--- src/rtl/myrisc16_loader_if.sv ---
// Byte-stream, core-memory write and core-control signals of the myrisc16 boot loader.
// The master modport is the environment side; the slave modport is the loader.
interface myrisc16_loader_if;
  logic [7:0]  in_data;
  logic        in_valid;
  logic        in_ready;
  logic        mem_we;
  logic [15:0] mem_addr;
  logic [15:0] mem_wdata;
  logic        cpu_halt;
  logic        cpu_rstn;
  logic        busy;
  logic        load_done;
  logic        error;

  modport master (
    output in_data, in_valid, cpu_halt,
    input  in_ready, mem_we, mem_addr, mem_wdata, cpu_rstn, busy, load_done, error
  );

  modport slave (
    input  in_data, in_valid, cpu_halt,
    output in_ready, mem_we, mem_addr, mem_wdata, cpu_rstn, busy, load_done, error
  );
endinterface

--- src/rtl/myrisc16_loader.sv ---
// Boot-image loader: parses a framed byte stream, writes 16-bit words to core memory and
// holds the core in reset until a checksum-verified image has been loaded.
module myrisc16_loader #(
  parameter logic [7:0]  SYNC_BYTE = 8'hA5,
  parameter int unsigned RST_HOLD  = 4
) (
  input logic              clk,
  input logic              rst,
  myrisc16_loader_if.slave bus
);

  typedef enum logic [3:0] {
    StIdle, StAddrLo, StAddrHi, StCntLo, StCntHi, StDataLo, StDataHi, StCsum,
    StHold, StRun, StError
  } state_e;

  localparam logic [7:0] HoldLast = 8'(RST_HOLD - 1);

  state_e      state_q, state_d;
  logic [15:0] cur_addr_q, cur_addr_d;
  logic [15:0] remaining_q, remaining_d;
  logic [7:0]  lo_q, lo_d;
  logic [7:0]  csum_q, csum_d;
  logic [7:0]  hold_cnt_q, hold_cnt_d;
  logic        mem_we_q, mem_we_d;
  logic [15:0] mem_addr_q, mem_addr_d;
  logic [15:0] mem_wdata_q, mem_wdata_d;
  logic        released_q, released_d;
  logic        error_q, error_d;
  logic        in_ready;
  logic        accept;
  logic        is_sync;

  assign in_ready = (state_q != StHold);
  assign accept   = bus.in_valid & in_ready;
  assign is_sync  = (bus.in_data == SYNC_BYTE);

  always_comb begin
    state_d     = state_q;
    cur_addr_d  = cur_addr_q;
    remaining_d = remaining_q;
    lo_d        = lo_q;
    csum_d      = csum_q;
    hold_cnt_d  = hold_cnt_q;
    mem_we_d    = 1'b0;
    mem_addr_d  = mem_addr_q;
    mem_wdata_d = mem_wdata_q;
    error_d     = error_q;

    unique case (state_q)
      StIdle: if (accept && is_sync) state_d = StAddrLo;
      StAddrLo: if (accept) begin
        cur_addr_d[7:0] = bus.in_data;
        state_d         = StAddrHi;
      end
      StAddrHi: if (accept) begin
        cur_addr_d[15:8] = bus.in_data;
        state_d          = StCntLo;
      end
      StCntLo: if (accept) begin
        remaining_d[7:0] = bus.in_data;
        state_d          = StCntHi;
      end
      StCntHi: if (accept) begin
        remaining_d[15:8] = bus.in_data;
        state_d = ({bus.in_data, remaining_q[7:0]} != 16'd0) ? StDataLo : StCsum;
      end
      StDataLo: if (accept) begin
        lo_d    = bus.in_data;
        csum_d  = csum_q ^ bus.in_data;
        state_d = StDataHi;
      end
      StDataHi: if (accept) begin
        mem_we_d    = 1'b1;
        mem_addr_d  = cur_addr_q;
        mem_wdata_d = {bus.in_data, lo_q};
        cur_addr_d  = cur_addr_q + 16'd1;
        remaining_d = remaining_q - 16'd1;
        csum_d      = csum_q ^ bus.in_data;
        state_d     = (remaining_q == 16'd1) ? StCsum : StDataLo;
      end
      StCsum: if (accept) begin
        if (bus.in_data == csum_q) begin
          error_d    = 1'b0;
          hold_cnt_d = 8'd0;
          state_d    = StHold;
        end else begin
          error_d = 1'b1;
          state_d = StError;
        end
      end
      StHold: begin
        hold_cnt_d = hold_cnt_q + 8'd1;
        if (hold_cnt_q == HoldLast) state_d = StRun;
      end
      // A sync byte only restarts loading once the core has halted.
      StRun: if (accept && is_sync && bus.cpu_halt) state_d = StAddrLo;
      StError: if (accept && is_sync) state_d = StAddrLo;
      default: state_d = StIdle;
    endcase

    if (state_d == StAddrLo && state_q != StAddrLo) begin
      csum_d  = 8'd0;
      error_d = 1'b0;
    end
  end

  // Core is released one cycle after RUN is reached and dropped as soon as RUN is left.
  assign released_d = (state_q == StRun) && (state_d == StRun);

  always_ff @(posedge clk or posedge rst) begin
    if (rst) begin
      state_q     <= StIdle;
      cur_addr_q  <= 16'd0;
      remaining_q <= 16'd0;
      lo_q        <= 8'd0;
      csum_q      <= 8'd0;
      hold_cnt_q  <= 8'd0;
      mem_we_q    <= 1'b0;
      mem_addr_q  <= 16'd0;
      mem_wdata_q <= 16'd0;
      released_q  <= 1'b0;
      error_q     <= 1'b0;
    end else begin
      state_q     <= state_d;
      cur_addr_q  <= cur_addr_d;
      remaining_q <= remaining_d;
      lo_q        <= lo_d;
      csum_q      <= csum_d;
      hold_cnt_q  <= hold_cnt_d;
      mem_we_q    <= mem_we_d;
      mem_addr_q  <= mem_addr_d;
      mem_wdata_q <= mem_wdata_d;
      released_q  <= released_d;
      error_q     <= error_d;
    end
  end

  assign bus.in_ready  = in_ready;
  assign bus.mem_we    = mem_we_q;
  assign bus.mem_addr  = mem_addr_q;
  assign bus.mem_wdata = mem_wdata_q;
  assign bus.cpu_rstn  = released_q;
  assign bus.load_done = released_q;
  assign bus.error     = error_q;
  assign bus.busy      = state_q inside {StAddrLo, StAddrHi, StCntLo, StCntHi, StDataLo,
                                         StDataHi, StCsum};

endmodule
--- src/flat_wrapper.sv ---
// flat-port wrapper written by rule: the top's interface ports become plain ports
module myrisc16_loader_flat 
#(
  parameter logic [7:0]  SYNC_BYTE = 8'hA5,
  parameter int unsigned RST_HOLD  = 4
)
  (clk, rst, bus_in_data, bus_in_valid, bus_cpu_halt, bus_in_ready, bus_mem_we, bus_mem_addr, bus_mem_wdata, bus_cpu_rstn, bus_busy, bus_load_done, bus_error);
  myrisc16_loader_if bus_i ();
  input logic clk;
  input logic rst;
  input wire logic [$bits(bus_i.in_data)-1:0] bus_in_data;
  input wire logic [$bits(bus_i.in_valid)-1:0] bus_in_valid;
  input wire logic [$bits(bus_i.cpu_halt)-1:0] bus_cpu_halt;
  output wire logic [$bits(bus_i.in_ready)-1:0] bus_in_ready;
  output wire logic [$bits(bus_i.mem_we)-1:0] bus_mem_we;
  output wire logic [$bits(bus_i.mem_addr)-1:0] bus_mem_addr;
  output wire logic [$bits(bus_i.mem_wdata)-1:0] bus_mem_wdata;
  output wire logic [$bits(bus_i.cpu_rstn)-1:0] bus_cpu_rstn;
  output wire logic [$bits(bus_i.busy)-1:0] bus_busy;
  output wire logic [$bits(bus_i.load_done)-1:0] bus_load_done;
  output wire logic [$bits(bus_i.error)-1:0] bus_error;
  assign bus_i.in_data = bus_in_data;
  assign bus_i.in_valid = bus_in_valid;
  assign bus_i.cpu_halt = bus_cpu_halt;
  assign bus_in_ready = bus_i.in_ready;
  assign bus_mem_we = bus_i.mem_we;
  assign bus_mem_addr = bus_i.mem_addr;
  assign bus_mem_wdata = bus_i.mem_wdata;
  assign bus_cpu_rstn = bus_i.cpu_rstn;
  assign bus_busy = bus_i.busy;
  assign bus_load_done = bus_i.load_done;
  assign bus_error = bus_i.error;
  myrisc16_loader #(.SYNC_BYTE(SYNC_BYTE), .RST_HOLD(RST_HOLD)) u_core (.clk(clk), .rst(rst), .bus(bus_i));
endmodule
--- config.mk ---
export PLATFORM = sky130hd
export DESIGN_NAME = myrisc16_loader_flat
export DESIGN_NICKNAME = d
export VERILOG_FILES = /design/src/rtl/myrisc16_loader_if.sv /design/src/rtl/myrisc16_loader.sv /design/src/flat_wrapper.sv
export SDC_FILE = /design/constraint.sdc
export NUM_CORES = 1
export LEC_CHECK = 0
export ABC_AREA = 1
export BUFFER_PORTS_ARGS = -buffer_cell sky130_fd_sc_hd__buf_2
export CAP_MARGIN = 20
export CELL_PAD_IN_SITES_DETAIL_PLACEMENT = 0
export CELL_PAD_IN_SITES_GLOBAL_PLACEMENT = 1
export CORE_MARGIN = 2
export CORE_UTILIZATION = 44
export DETAILED_ROUTE_END_ITERATION = 12
export PLACE_DENSITY_LB_ADDON = 0.1
export SETUP_SLACK_MARGIN = 0.3
export SLEW_MARGIN = 20
export SYNTH_ARGS = -nofsm -noshare
export SYNTH_HDL_FRONTEND = slang
export SYNTH_SLANG_ARGS = --single-unit
--- constraint.sdc ---
create_clock -name clk -period 3.5 [get_ports clk]
set_clock_uncertainty 0.05 [all_clocks]
set_input_delay 0.35 -clock clk [delete_from_list [all_inputs] [get_ports clk]]
set_output_delay 0.35 -clock clk [all_outputs]
set_load 0.01 [all_outputs]
==> impl_metrics.env, run 1 <==
export IMPL_outcome="finished, final reports clean"
export IMPL_detailed_routing_iteration_count_for_the_pre_antenna_repair_pass=5
export IMPL_clock_latency_ns=0.38
export IMPL_synthDistinctLibCells=35
export IMPL_worst_setup_path_start_kind="register"
export IMPL_track_usage=0.208
export IMPL_grt_start_max_net_pins=52
export IMPL_globalRouteMet3Util=0.0323
export IMPL_globalplace_congestion=0.892
export IMPL_drt_initial_drc_count=262
export IMPL_grt_setup_unrepaired="no"
export IMPL_max_clock_path_buffers=2
export IMPL_top_usage_layer="met2"
export IMPL_clkSlewWorstSetupHoldPaths_ns=0.09
export IMPL_vias=4232
export IMPL_hold_worst_slack_ns=0.0389
export IMPL_dp_cells=827
export IMPL_cap_viol_max_count=0
export IMPL_route_detailed_drc=0
export IMPL_timing_critical_path_max_delay_family="simple AND/OR/NAND/NOR gates"
export IMPL_ctsResizeCount=0
export IMPL_rr_worst_depth=9
export IMPL_initial_utilization=0.454
export IMPL_die_w_um=110
export IMPL_grt_met1_usage=0.294
export IMPL_clockRootBuffer="sky130_fd_sc_hd__clkbuf_8"
export IMPL_grt_use_met2=0.323
export IMPL_timing_setup_critical_path_class="reg -> reg"
export IMPL_syn_instance_count=651
export IMPL_cts_tree="yes"
export IMPL_route_final_wire_length_um=11700
export IMPL_fin_crit_sh=0.656
export IMPL_die_height_um=110
export IMPL_antenna_found_initial=0
export IMPL_synth_avg_cell_area_um2=7.59
export IMPL_final_max_slew_violation_count=0
export IMPL_synth_seq_cells=95
export IMPL_dpl_hpwl_um=8460
export IMPL_critical_path_buf_inv_count=2
export IMPL_cts_setup_buffers=0
export IMPL_crit_reg2reg_capture="u_core.remaining_q[9]"
export IMPL_synth_warnings=0
export IMPL_area_taken_by_flip_flops_and_latches_mm2=0.00238
export IMPL_cts_inserted_buffers=9
export IMPL_crit_path_max_fanout=12
export IMPL_share_of_layout_cells_above_drive_strength_1=0.121
export IMPL_max_vdd_drop_mv=0.335
export IMPL_cts_hold_fix_buffers=0
export IMPL_hold_violation_count_in_the_final_report=0
export IMPL_route_detailed_wl_per_inst_um=13.9
export IMPL_top_level_ports=50
export IMPL_worst_r2r_setup_slack_ns=1.21
export IMPL_synth_seq_area_share=0.481
export IMPL_fillers=1098
export IMPL_timing_max_slew_rel_slack=0.479
export IMPL_min_period_ns=2.29
export IMPL_num_rows=38
export IMPL_post_layout_nonfiller_instances=842
export IMPL_final_nets=715
export IMPL_crit_top_cell="sky130_fd_sc_hd__nand2_1"
export IMPL_placeableCoreArea_mm2=0.0109
export IMPL_multi_input_comb_area_mm2=0.00219
export IMPL_leak_nw=2.86
export IMPL_netlist_area_mm2=0.00494
export IMPL_port_buffer_count=49
export IMPL_synth_net_count=668
export IMPL_antennaDiodeCount=0
export IMPL_timing_final_setup_violations=0
export IMPL_worst_path_max_delay_cell="sky130_fd_sc_hd__dfrtp_1"
export IMPL_clock_sinks=95
export IMPL_via_count_of_the_first_global_routing_pass=3839
export IMPL_path_cells="inv_2, nand2_1, nor2_2, inv_1, nor2_1, nand2_1, o31ai_1, nand2_1, o21ai_0"
export IMPL_clock_tree_htree_level_count=3
export IMPL_max_slew_worst_pin_slew_ns=0.781
export IMPL_die_area_mm2=0.0121
export IMPL_r2r_start="u_core.state_q[0]"
export IMPL_totalNegativeSetupSlack_ns=0
export IMPL_routed_via_density=5.03
export IMPL_most_common_layout_cells="193 x sky130_fd_sc_hd__nand2_1, 95 x sky130_fd_sc_hd__dfrtp_1, 76 x sky130_fd_sc_hd__nor2_1, 72 x sky130_fd_sc_hd__inv_1, 67 x sky130_fd_sc_hd__o21ai_0"
export IMPL_syn_to_final_growth_pct=11.3
export IMPL_power_per_cell_area_mw_per_mm2=840
export IMPL_ant_nets=0
export IMPL_cp_arrival_ns=2.54
export IMPL_worst_hold_path_type="in -> async"
export IMPL_post_layout_inst_area_mm2=0.00550
export IMPL_critical_path_required_ns=3.75
export IMPL_critical_path_max_stage_delay_ns=0.43
export IMPL_achievable_frequency_mhz=436
export IMPL_layout_commonest_cell="sky130_fd_sc_hd__nand2_1"
export IMPL_wire_length_of_the_first_global_routing_pass_um=19200
export IMPL_overflow=0
export IMPL_detailed_place_area_mm2=0.00532
export IMPL_timing_critical_path_to_type="register"
worst max path at each step:
stage	from	endpoint	slack, ns	cells after the start
after CTS	u_core.state_q[0]	u_core.remaining_q[9]	1.22	9
after global routing	u_core.state_q[0]	u_core.remaining_q[9]	0.96	9
after global placement	u_core.state_q[0]	u_core.remaining_q[9]	1.29	9
final	u_core.state_q[0]	u_core.remaining_q[9]	1.21	9
after detailed placement	u_core.state_q[0]	u_core.remaining_q[9]	1.26	9
after floorplan	rst	u_core.bus.cpu_rstn	0.62	1
report_power, final:
| group | total [mW] | switching [mW] | internal [mW] |
|---|---|---|---|
| clock network | 0.705 | 0.383 | 0.322 |
| registers | 1.96 | 0.372 | 1.59 |
| logic | 1.95 | 1.24 | 0.709 |
routing by layer:
| metal | part of all wire | vias up |
|---|---|---|
| met4 | 0.016 | 0 |
| li1 | - | 2170 |
| met1 | 0.49 | 1948 |
| met3 | 0.047 | 11 |
| met2 | 0.44 | 103 |
| met5 | 0 | - |
cell usage after synthesis (all sizes together):
master | number | area share
a21boi | 1 | 0.0015
a21o | 1 | 0.0015
a21oi | 26 | 0.026
a22oi | 3 | 0.0046
a31oi | 11 | 0.014
a32oi | 2 | 0.0035
buf | 12 | 0.012
clkbuf | 4 | 0.0030
clkinv | 1 | 0.00076
dfrtp | 95 | 0.48
ha | 5 | 0.013
inv | 78 | 0.059
mux2 | 1 | 0.0023
nand2 | 197 | 0.15
nand3 | 27 | 0.028
nand4 | 6 | 0.011
nor2 | 81 | 0.068
nor3 | 7 | 0.0071
o2111ai | 1 | 0.0018
o21ai | 67 | 0.068
o22ai | 5 | 0.0063
o31ai | 1 | 0.0015
or2 | 1 | 0.0013
xnor2 | 9 | 0.016
xor2 | 9 | 0.016
final cells by class:
class,count,share of cell area
flip-flops and latches,95,0.432
inverters,79,0.0541
multi-input cells,461,0.399
repair buffers,52,0.0510
clock buffers,10,0.0232
clock inverters,5,0.00910
well taps,140,0.0318
through the flow:
stage	worst slack (ns)	power, mW	utilization
after global routing	0.961	5.06	0.505
final	1.21	4.62	0.505
after global placement	1.29	3.91	0.489
after floorplan	0.623	3.36	-
after CTS	1.22	4.66	0.505
after detailed placement	1.26	3.94	0.489
state kept, by name, indices dropped and copies added, names as in the netlist:
name and flops:
u_core.bus.mem_addr 16, u_core.bus.mem_wdata 16, u_core.bus.error 1, u_core.bus.cpu_rstn 1, u_core.bus.mem_we 1, u_core.state_q 4, u_core.cur_addr_q 16, u_core.lo_q 8
u_core.csum_q 8, u_core.hold_cnt_q 8, u_core.remaining_q 16
cells by family (layout without fill, tap and decap cells):
logic type,Yosys count,in the layout,synth area share
compound gates,118,118,0.129
fa+ha+maj,5,5,0.0127
buf+inv,95,146,0.0754
flops,95,95,0.481
mux,1,1,0.00228
xor+xnor,18,18,0.0319
simple gates,319,319,0.268
(Power assumes the default switching activity.)
==> run 2, diff against run 1 <==
==> constraint.sdc (replaced) <==
create_clock -name clk -period 2.3 [get_ports clk]
set_clock_uncertainty 0.05 [all_clocks]
set_input_delay 0.23 -clock clk [delete_from_list [all_inputs] [get_ports clk]]
set_output_delay 0.23 -clock clk [all_outputs]
set_load 0.01 [all_outputs]
==> impl_metrics.env, run 2 (same netlist as run 1, synthesis figures left out) <==
export IMPL_outcome="finished, final reports clean"
export IMPL_route_detailed_drc=0
export IMPL_overflow=0
export IMPL_max_vdd_drop_mv=0.518
export IMPL_timing_critical_path_to_type="register"
export IMPL_power_per_cell_area_mw_per_mm2=1300
export IMPL_fillers=1108
export IMPL_crit_path_max_fanout=17
export IMPL_clockRootBuffer="sky130_fd_sc_hd__clkbuf_8"
export IMPL_globalplace_congestion=0.905
export IMPL_clock_latency_ns=0.39
export IMPL_antennaDiodeCount=0
export IMPL_syn_to_final_growth_pct=15.4
export IMPL_wire_length_of_the_first_global_routing_pass_um=20100
export IMPL_crit_top_cell="sky130_fd_sc_hd__nor2_4"
export IMPL_min_to="u_core.bus.mem_wdata[13]"
export IMPL_die_area_mm2=0.0121
export IMPL_ant_nets=0
export IMPL_wl_met1_um=6160
export IMPL_placeableCoreArea_mm2=0.0109
export IMPL_worst_setup_path_start_kind="register"
export IMPL_clkSlewWorstSetupHoldPaths_ns=0.09
export IMPL_hp_start="bus_in_data[5]"
export IMPL_top_level_ports=50
export IMPL_initial_utilization=0.454
export IMPL_share_of_layout_cells_above_drive_strength_1=0.152
export IMPL_timing_setup_critical_path_class="reg -> reg"
export IMPL_totalNegativeSetupSlack_ns=0
export IMPL_clock_tree_htree_level_count=3
export IMPL_r2r_start="u_core.state_q[1]"
export IMPL_grt_setup_unrepaired="yes"
export IMPL_port_buffer_count=49
export IMPL_max_slew_worst_pin_slew_ns=0.529
export IMPL_rr_worst_depth=10
export IMPL_crit_reg2reg_capture="u_core.csum_q[1]"
export IMPL_layout_commonest_cell="sky130_fd_sc_hd__nand2_1"
export IMPL_critical_path_buf_inv_count=2
export IMPL_cap_viol_max_count=0
export IMPL_hold_violation_count_in_the_final_report=0
export IMPL_vias=4346
export IMPL_routed_via_density=5.08
export IMPL_final_max_slew_violation_count=0
export IMPL_crit_path_start="u_core.state_q[1]"
export IMPL_timing_critical_path_max_delay_family="simple AND/OR/NAND/NOR gates"
export IMPL_dpl_hpwl_um=8700
export IMPL_via_count_of_the_first_global_routing_pass=4153
export IMPL_timing_max_slew_rel_slack=0.647
export IMPL_cts_inserted_buffers=9
export IMPL_drt_initial_drc_count=270
export IMPL_antenna_found_initial=0
export IMPL_grt_start_max_net_pins=96
export IMPL_timing_final_setup_violations=0
export IMPL_track_usage=0.220
export IMPL_leak_nw=2.92
export IMPL_route_final_wire_length_um=12400
export IMPL_max_clock_path_buffers=2
export IMPL_cp_arrival_ns=2.21
export IMPL_detailed_routing_iteration_count_for_the_pre_antenna_repair_pass=5
export IMPL_highest_signal_layer="met4"
export IMPL_hold_worst_slack_ns=0.107
export IMPL_clock_sinks=95
export IMPL_path_cells="inv_2, nand2_2, nor2_4, nor2_4, nand2_8, o21ai_0, nor2_4, nand4_4, nand2_1, inv_1"
export IMPL_critical_path_required_ns=2.53
export IMPL_critical_path_max_stage_delay_ns=0.45
export IMPL_die_w_um=110
export IMPL_most_common_layout_cells="193 x sky130_fd_sc_hd__nand2_1, 92 x sky130_fd_sc_hd__dfrtp_1, 72 x sky130_fd_sc_hd__nor2_1, 70 x sky130_fd_sc_hd__inv_1, 67 x sky130_fd_sc_hd__o21ai_0"
export IMPL_num_rows=38
export IMPL_hold_depth=3
export IMPL_worst_r2r_setup_slack_ns=0.32
export IMPL_route_detailed_wl_per_inst_um=14.4
export IMPL_met3RoutedLength_um=518
export IMPL_min_period_ns=1.98
export IMPL_fin_crit_sh=0.861
export IMPL_die_height_um=110
export IMPL_cts_tree="yes"
export IMPL_worst_hold_path_type="in -> reg"
export IMPL_final_nets=728
export IMPL_achievable_frequency_mhz=505
export IMPL_worst_path_max_delay_cell="sky130_fd_sc_hd__dfrtp_2"
export IMPL_met2RoutedLength_um=5410
run 2: worst reg2reg max path, stage by stage (launching register included):
cell	delay (ns)
sky130_fd_sc_hd__dfrtp_2	0.45
sky130_fd_sc_hd__inv_2	0.10
sky130_fd_sc_hd__nand2_2	0.09
sky130_fd_sc_hd__nor2_4	0.26
sky130_fd_sc_hd__nor2_4	0.11
sky130_fd_sc_hd__nand2_8	0.13
sky130_fd_sc_hd__o21ai_0	0.19
sky130_fd_sc_hd__nor2_4	0.22
sky130_fd_sc_hd__nand4_4	0.15
sky130_fd_sc_hd__nand2_1	0.10
sky130_fd_sc_hd__inv_1	0.04
run 2: worst max-delay path by stage:
| stage | endpoint | cells past startpoint |
|---|---|---|
| global placement | u_core.bus.error | 10 |
| finish | u_core.csum_q[1] | 10 |
| detailed placement | u_core.csum_q[1] | 10 |
| floorplan | u_core.bus.error | 10 |
| CTS | u_core.csum_q[1] | 10 |
| global route | u_core.bus.error | 10 |
run 2: layout make-up:
type | count | area (µm²) | share of cell area
inverters | 79 | 300 | 0.0527
clock inverters | 6 | 85.1 | 0.0149
clock buffers | 10 | 128 | 0.0224
multi-input cells | 463 | 2270 | 0.398
well taps | 140 | 175 | 0.0307
repair buffers | 63 | 365 | 0.0641
flip-flops and latches | 95 | 2380 | 0.418
run 2: where the power goes:
| part | switching (mW) | total, mW | leakage, nW | internal [mW] |
|---|---|---|---|---|
| Clock | 0.619 | 1.23 | 0.102 | 0.609 |
| Sequential | 0.567 | 2.99 | 1.16 | 2.42 |
| Combinational | 2.04 | 3.20 | 1.65 | 1.17 |
run 2: what timing repair did:
item                                    in CTS  in global routing
setup buffers                                0                  4
hold endpoints to repair                    95                  0
endpoints found under the setup margin       0                 26
resized for setup                            0                 16
hold buffers                                 1                  0
run 2: routing by layer:
metal | up-vias | GRT usage
li1 | 2206 | -
met1 | 2033 | 0.307
met2 | 88 | 0.330
met3 | 19 | 0.0482
met4 | 0 | 0.0895
met5 | - | 0
run 2: per-stage QoR:
step           total power [mW]  cells  setup slack, ns  utilization  cell area, µm²
3_3_place_gp               6.00    833            0.356        0.493            5370
3_5_place_dp               6.06    833            0.359        0.493            5370
4_1_cts                    7.30    850            0.345        0.514            5590
2_1_floorplan              5.11    651            0.686            -            4950
5_1_grt                    8.13    856            0.161        0.524            5700
6_report                   7.42    856            0.319        0.524            5700
